**src/rtl/gate_bist_ctrl.sv**
```systemverilog
// Exhaustive built-in self test sequencer for a small combinational gate.
// Walks every input vector in ascending order and lets each one settle for a
// fixed number of cycles. It then compares the gate output with the matching
// bit of the golden truth table. Mismatches are counted, and the lowest
// failing vector is remembered.
//
// state  | meaning
// -------+-------------------------------------------------------------
// IDLE   | waiting for start; outputs hold results of last run
// SETTLE | vector applied, wait counter running for SETTLE cycles
// SAMPLE | one cycle: compare gate_out with golden[vector]
// DONE   | one cycle: done pulse, pass result latched
module gate_bist_ctrl #(
  parameter int N      = 2,
  parameter int SETTLE = 2
) (
  input  logic            clk,
  input  logic            rst,
  input  logic            start,
  input  logic            abort,
  input  logic [2**N-1:0] golden,
  input  logic            gate_out,
  output logic [N-1:0]    stim,
  output logic            busy,
  output logic            done,
  output logic            pass,
  output logic [N:0]      fail_count,
  output logic [N-1:0]    first_fail
);

  localparam logic [1:0] ST_IDLE   = 2'd0;
  localparam logic [1:0] ST_SETTLE = 2'd1;
  localparam logic [1:0] ST_SAMPLE = 2'd2;
  localparam logic [1:0] ST_DONE   = 2'd3;

  localparam logic [3:0]   WAIT_LAST = 4'(SETTLE - 1);
  localparam logic [N-1:0] VEC_LAST  = '1;
  // Saturation bound; can never actually be exceeded because each vector
  // is sampled at most once per run.
  localparam logic [N:0]   FAIL_MAX  = (N+1)'(2**N);

  logic [1:0]   state_q, state_d;
  logic [N-1:0] stim_q, stim_d;
  logic [N-1:0] vec_q, vec_d;
  logic [3:0]   wait_q, wait_d;
  logic         pass_q, pass_d;
  logic [N:0]   fail_q, fail_d;
  logic [N-1:0] first_q, first_d;

  // Next-state and datapath updates for the sequencer.
  always_comb begin
    state_d = state_q;
    stim_d  = stim_q;
    vec_d   = vec_q;
    wait_d  = wait_q;
    pass_d  = pass_q;
    fail_d  = fail_q;
    first_d = first_q;
    case (state_q)
      ST_IDLE: begin
        if (start && !abort) begin
          state_d = ST_SETTLE;
          stim_d  = '0;
          vec_d   = '0;
          wait_d  = '0;
          fail_d  = '0;
          first_d = '0;
        end
      end
      ST_SETTLE: begin
        if (abort) begin
          state_d = ST_IDLE;
          pass_d  = 1'b0;
        end else if (wait_q == WAIT_LAST) begin
          state_d = ST_SAMPLE;
        end else begin
          wait_d = wait_q + 1'b1;
        end
      end
      ST_SAMPLE: begin
        // An abort here discards the comparison of the current vector.
        if (abort) begin
          state_d = ST_IDLE;
          pass_d  = 1'b0;
        end else begin
          if (gate_out != golden[vec_q]) begin
            if (fail_q != FAIL_MAX) fail_d = fail_q + 1'b1;
            if (fail_q == '0) first_d = vec_q;
          end
          if (vec_q == VEC_LAST) begin
            state_d = ST_DONE;
          end else begin
            state_d = ST_SETTLE;
            vec_d   = vec_q + 1'b1;
            stim_d  = vec_q + 1'b1;
            wait_d  = '0;
          end
        end
      end
      default: begin
        // fail_q already includes the final sample, registered on entry here.
        pass_d  = (fail_q == '0);
        state_d = ST_IDLE;
      end
    endcase
  end

  // State registers with synchronous reset.
  always_ff @(posedge clk) begin
    if (rst) begin
      state_q <= ST_IDLE;
      stim_q  <= '0;
      vec_q   <= '0;
      wait_q  <= '0;
      pass_q  <= 1'b0;
      fail_q  <= '0;
      first_q <= '0;
    end else begin
      state_q <= state_d;
      stim_q  <= stim_d;
      vec_q   <= vec_d;
      wait_q  <= wait_d;
      pass_q  <= pass_d;
      fail_q  <= fail_d;
      first_q <= first_d;
    end
  end

  assign busy       = (state_q == ST_SETTLE) || (state_q == ST_SAMPLE);
  assign done       = (state_q == ST_DONE);
  assign stim       = stim_q;
  assign pass       = pass_q;
  assign fail_count = fail_q;
  assign first_fail = first_q;

endmodule
```
**config.mk**
```make
export PLATFORM = sky130hd
export DESIGN_NAME = gate_bist_ctrl
export DESIGN_NICKNAME = d
export VERILOG_FILES = /design/src/rtl/gate_bist_ctrl.sv
export SDC_FILE = /design/constraint.sdc
export NUM_CORES = 1
export LEC_CHECK = 0
export ABC_AREA = 1
export CAP_MARGIN = 20
export CORE_MARGIN = 10
export CORE_UTILIZATION = 50
export CTS_CLUSTER_SIZE = 12
export DETAILED_ROUTE_END_ITERATION = 8
export PLACE_DENSITY = 0.78
export SYNTH_ARGS = -nofsm -noshare
export SYNTH_HDL_FRONTEND = slang
export SYNTH_SLANG_ARGS = --single-unit
```
**constraint.sdc**
```tcl
create_clock -name clk -period 1.8 [get_ports clk]
set_input_delay 0.27 -clock clk [delete_from_list [all_inputs] [get_ports clk]]
set_output_delay 0.27 -clock clk [all_outputs]
set_load 0.01 [all_outputs]
```
* Word level (Yosys, flattened, before mapping)
Cells that the tools add are included.
Widths: inputs -> output; s select.
** Storage, ports and cells
- Input bits :: 9
- Logic and storage cells :: 71
- Flip-flop bits (word level) :: 14
- Output and inout bits :: 10
** Cells by class
- Add/sub/neg operators :: 3
- Bitwise operators :: 1
- Equal/unequal tests :: 17
- Multiplexer cells :: 29
- Magnitude comparators :: 1
- Reductions and logical operators :: 14
** Operators with widths (number)
- $mux 2 :: 11
- $mux 4 :: 5
- $ne 2x2->1 const B :: 8
- $mux 3 :: 4
- $pmux 4 s3 :: 1
- $reduce_and 5->1 :: 2
- $pmux 2 s2 :: 2
- $eq 2x2->1 const B :: 3
- $ne 3x3->1 const B :: 2
- $pmux 2 s3 :: 1
- $pmux 3 s2 :: 1
- $reduce_and 6->1 :: 1
- $add 4x1->4 const B :: 1
- $eq 4x1->1 const B :: 1
- $reduce_and 2->1 :: 2
- $reduce_and 4->1 :: 1
- $add 3x1->3 const B :: 1
- $logic_not 3->1 :: 1
- $lt 2x3->1 const B :: 1
- $reduce_bool 3->1 :: 1
- $add 2x1->2 const B :: 1
- $bmux 1 s2 :: 1
- $eq 2x1->1 const B :: 1
- $logic_not 2->1 :: 1
- other kinds (10) :: 11

* Depth between registers and ports, before layout
- Word-level depth :: 6
- Gate-level depth with buffers :: 10
- Depth with buffers taken out :: 10

* Worst setup path after synthesis
Ideal clock, no wire load.
- Path kind :: register to register
- Start :: register state_q[0]
- End :: register wait_q[1]
- Buffers on the path :: 1
- Cell stages (with the launch flop) :: 10
- Arrival :: 1.280 ns
- Setup slack :: 0.399 ns
- Data required time :: 1.679 ns
- Period minus slack after synthesis :: 1.401 ns
- Path through :: dfxtp_1 inv_1 ha_1 buf_6 nand2_1 nand2_1 nor2_2 nand2_2 nor2_1 a211oi_2
** Between the ends
- Word-level cells in the longest chain between the ends :: 3
** RTL lines
- start: declaration :: RTL line 42 : logic [1:0] state_q, state_d;
- start signal: assignment :: RTL line 119 : state_q <= state_d;
- $eq 2x1->1, or another cell as far along :: RTL line 59 : case (state_q)
- $ne 2x2->1 (no line) or $reduce_bool 3->1 (tied branches)
- $reduce_and 6->1 (no line)
- end signal: assignment :: RTL line 122 : wait_q <= wait_d;
- end: declaration :: RTL line 45 : logic [3:0] wait_q, wait_d;
Parallel ways exist; a longest one is shown, timed or not.
A chain may end at the register's enable or synchronous reset.

* Worst setup path after layout
- Start :: register state_q[1]
- End :: output done
** Between the ends
- Word-level cells in the longest chain between the ends :: 1
** RTL lines
- $eq 2x2->1 :: RTL line 130 : assign done = (state_q == ST_DONE);
- end: declaration :: RTL line 25 : output logic done,
Every way passes these cells.

==> flow_summary.ini <==
[run_status]
outcome = finished, final reports clean

[critical_path]
cp_max_fo = 4
path_cells = ha_1, clkdlybuf4s50_1
end_kind = output pin
crit_buf_inv = 1
crit_path_top_delay_cell = clkdlybuf4s50_1
critPathRequiredTime_ps = 1530
crit_type = reg -> out
cp_top_family = buffers and inverters
cpPeakStageDelay_ps = 550
reg2reg_slack_ps = 220
cp.arrival_ps = 1420
cp-start-kind = register

[cts]
clock_sinks = 14
cts-buffers-inserted = 3
clock_tree.root_cell = clkbuf_4
cts.repair.resized = 1
cts_tree = yes
clockBufferDepth = 2
clk_latency_ps = 280
clk_pin_slew_ps = 80
htreeDepth = 1
cts_hold_buf = 0
postCtsSetupBuffers = 0

[synthesis]
yosysWarnings = 0
syn_nets = 154
yosysTopAreaCell = dfxtp_1
yosysMostFrequentCell = nand2_1
synth-edff-count = 0
seq_area_frac_synth_pct = 29.3
synth_fa_ha_area_share_pct = 11.8
synth_simple_gate_area_share_pct = 34.2
async_flop_share_pct = 0
ys_seq_elements = 14
synthXorXnorAreaFrac_pct = 1.83
synth_area_um2 = 957
synth_compound_area_share_pct = 13.5
synth.area.mux_share_pct = 0
ys_top_cells_by_area = dfxtp_1, ha_1, nand2_1
synth_top_family_by_area = simple AND/OR/NAND/NOR gates
ys_types = 24
synth_top_area_share_pct = 29.3
netlist_top_cells_count = nand2_1, nor2_1, inv_1
synth_cells = 136
yosys_most_used_dff = dfxtp_1
syn_area_per_cell_um2 = 7.04

[worst_hold_path]
hold_path_class = reg -> reg

[finish]
final_area_mm2 = 0.00119
fin_util_pct = 67.2
diodes = 0
syn_to_final_growth_pct = 23.9
layout-drive-gt1-share_pct = 12.7
finalNetCount = 177
stdcell_count = 182

[sta]
worst_slew_pin_slew_ps = 264
setup_viol = 0
min_period_ps = 1690
finClkSkew_ps = 1.60
timing.hold.ws_ps = 470
slew_headroom_pct = 82.3
fin_ws_ps = 109
hold_violations = 0
rsz0062_at_grt = no
finalSetupTns_ps = 0
finalMaxSlewViolations = 0
min_period_over_period_pct = 93.9
max_freq_mhz = 591

[power]
total_power_mw = 1.09
leakage_nw = 0.536
ir_drop_mv = 0.682
power_frac_clock_pct = 15.7
swShare_pct = 39.1
p_per_area_mw_per_mm2 = 922
p_int_mw = 0.666
netSwitchingPower_mw = 0.428
p_comb_share_pct = 46.4
seqPwrFrac_pct = 37.9

[global_routing]
first_global_vias = 861
grt_max_degree = 8
grt_usage_pct = 10.3
antenna_found_initial = 0
grt_pass1_wl_um = 3520
overflow = 0

[place]
dp.cells = 179
postPlaceCellArea_mm2 = 0.00116
dpl_worst_slack_ps = 139
dpl.hpwl_um = 1600
io_buffers = 18
place.gp.congestion = 0.734

[drt]
drtPass1Iterations = 4
vias = 910
wl_um = 1980
wl_met2_um = 874
met3_length_um = 74
ant_nets = 0
drcViolationCount = 0
wl_per_cell_um = 10.9
via_per_inst = 5.00
drt_iter0_markers = 23
m1WireLength_um = 997
highest_layer = met4

[die]
initial_utilization_pct = 54.3
core-area_mm2 = 0.00176
dieArea_mm2 = 0.00406
fp.dieH_um = 63.8
num_rows = 15
pin_count = 19
die_w_um = 63.8

[job]
maxCapViolations = 0
## registers in the layout (all words and copies together) (netlist names)
signal	flops
wait_q	4
fail_count	3
vec_q	2
pass	1
state_q	2
first_fail	2
## final cells by class
class	count	area, um2
Multi-Input combinational cell	101	587
Inverter	19	71.3
Sequential cell	14	280
Tap cell	25	31.3
Timing Repair Buffer	20	194
Clock buffer	3	22.5
Fill cell	165	578
## worst reg2reg max path, stage by stage (launching register included)
cell and delay, ps:
dfxtp_1 360, inv_1 80, ha_1 290, nand2_1 130, o211ai_2 130, nor2_1 250, nand3_1 110, nand2_1 70
nor2_1 40
## placed cells by master (no fill, tap or decap)
master           count
nand2_1             29
nor2_1              20
inv_1               17
clkdlybuf4s50_1     17
dfxtp_1             14
a21oi_1             13
ha_1                 9
nand3_1              8
nand2_2              4
o21ai_0              3
clkbuf_4             3
xor2_1               2
inv_2                2
nand3_2              2
nand4_1              2
buf_4                2
nor2_2               1
nand3_4              1
o211ai_2             1
nor2_4               1
nand2_4              1
o21ai_2              1
o211ai_1             1
a211oi_2             1
a211oi_1             1
dlygate4sd2_1        1
## logic make-up after synthesis
| logic type | Yosys count |
|---|---|
| XOR/XNOR | 2 |
| flip-flops | 14 |
| adder cells (fa/ha/maj) | 9 |
| AND/OR/NAND/NOR | 69 |
| buffers and inverters | 21 |
| AO/OA/AOI/OAI | 21 |
## final timing paths
kind	from	to	depth (start not counted)
max reg2reg	state_q[0]$_SDFFE_PP0P_	first_fail[1]$_SDFFE_PP0P_	8
max	state_q[1]$_SDFFE_PP0P_	done	2
min	pass$_SDFFE_PP0P_	pass$_SDFFE_PP0P_	2
min reg2reg	pass$_SDFFE_PP0P_	pass$_SDFFE_PP0P_	2
## metal layers
layer / vias up / track usage [%]
met1: 412 / 12.3
met3: 5 / 2.96
li1: 476 / -
met4: 0 / 4.92
met2: 17 / 16.5
met5: - / 0
## power by group through the flow
stage          Combinational, mW  Clock, mW  Sequential [mW]
2_1_floorplan              0.333          0            0.432
3_3_place_gp               0.505          0            0.419
3_5_place_dp               0.516          0            0.422
4_1_cts                    0.514      0.177            0.415
5_1_grt                    0.576      0.190            0.424
6_report                   0.507      0.172            0.415
No activity file was read; power rests on OpenSTA's default activity.
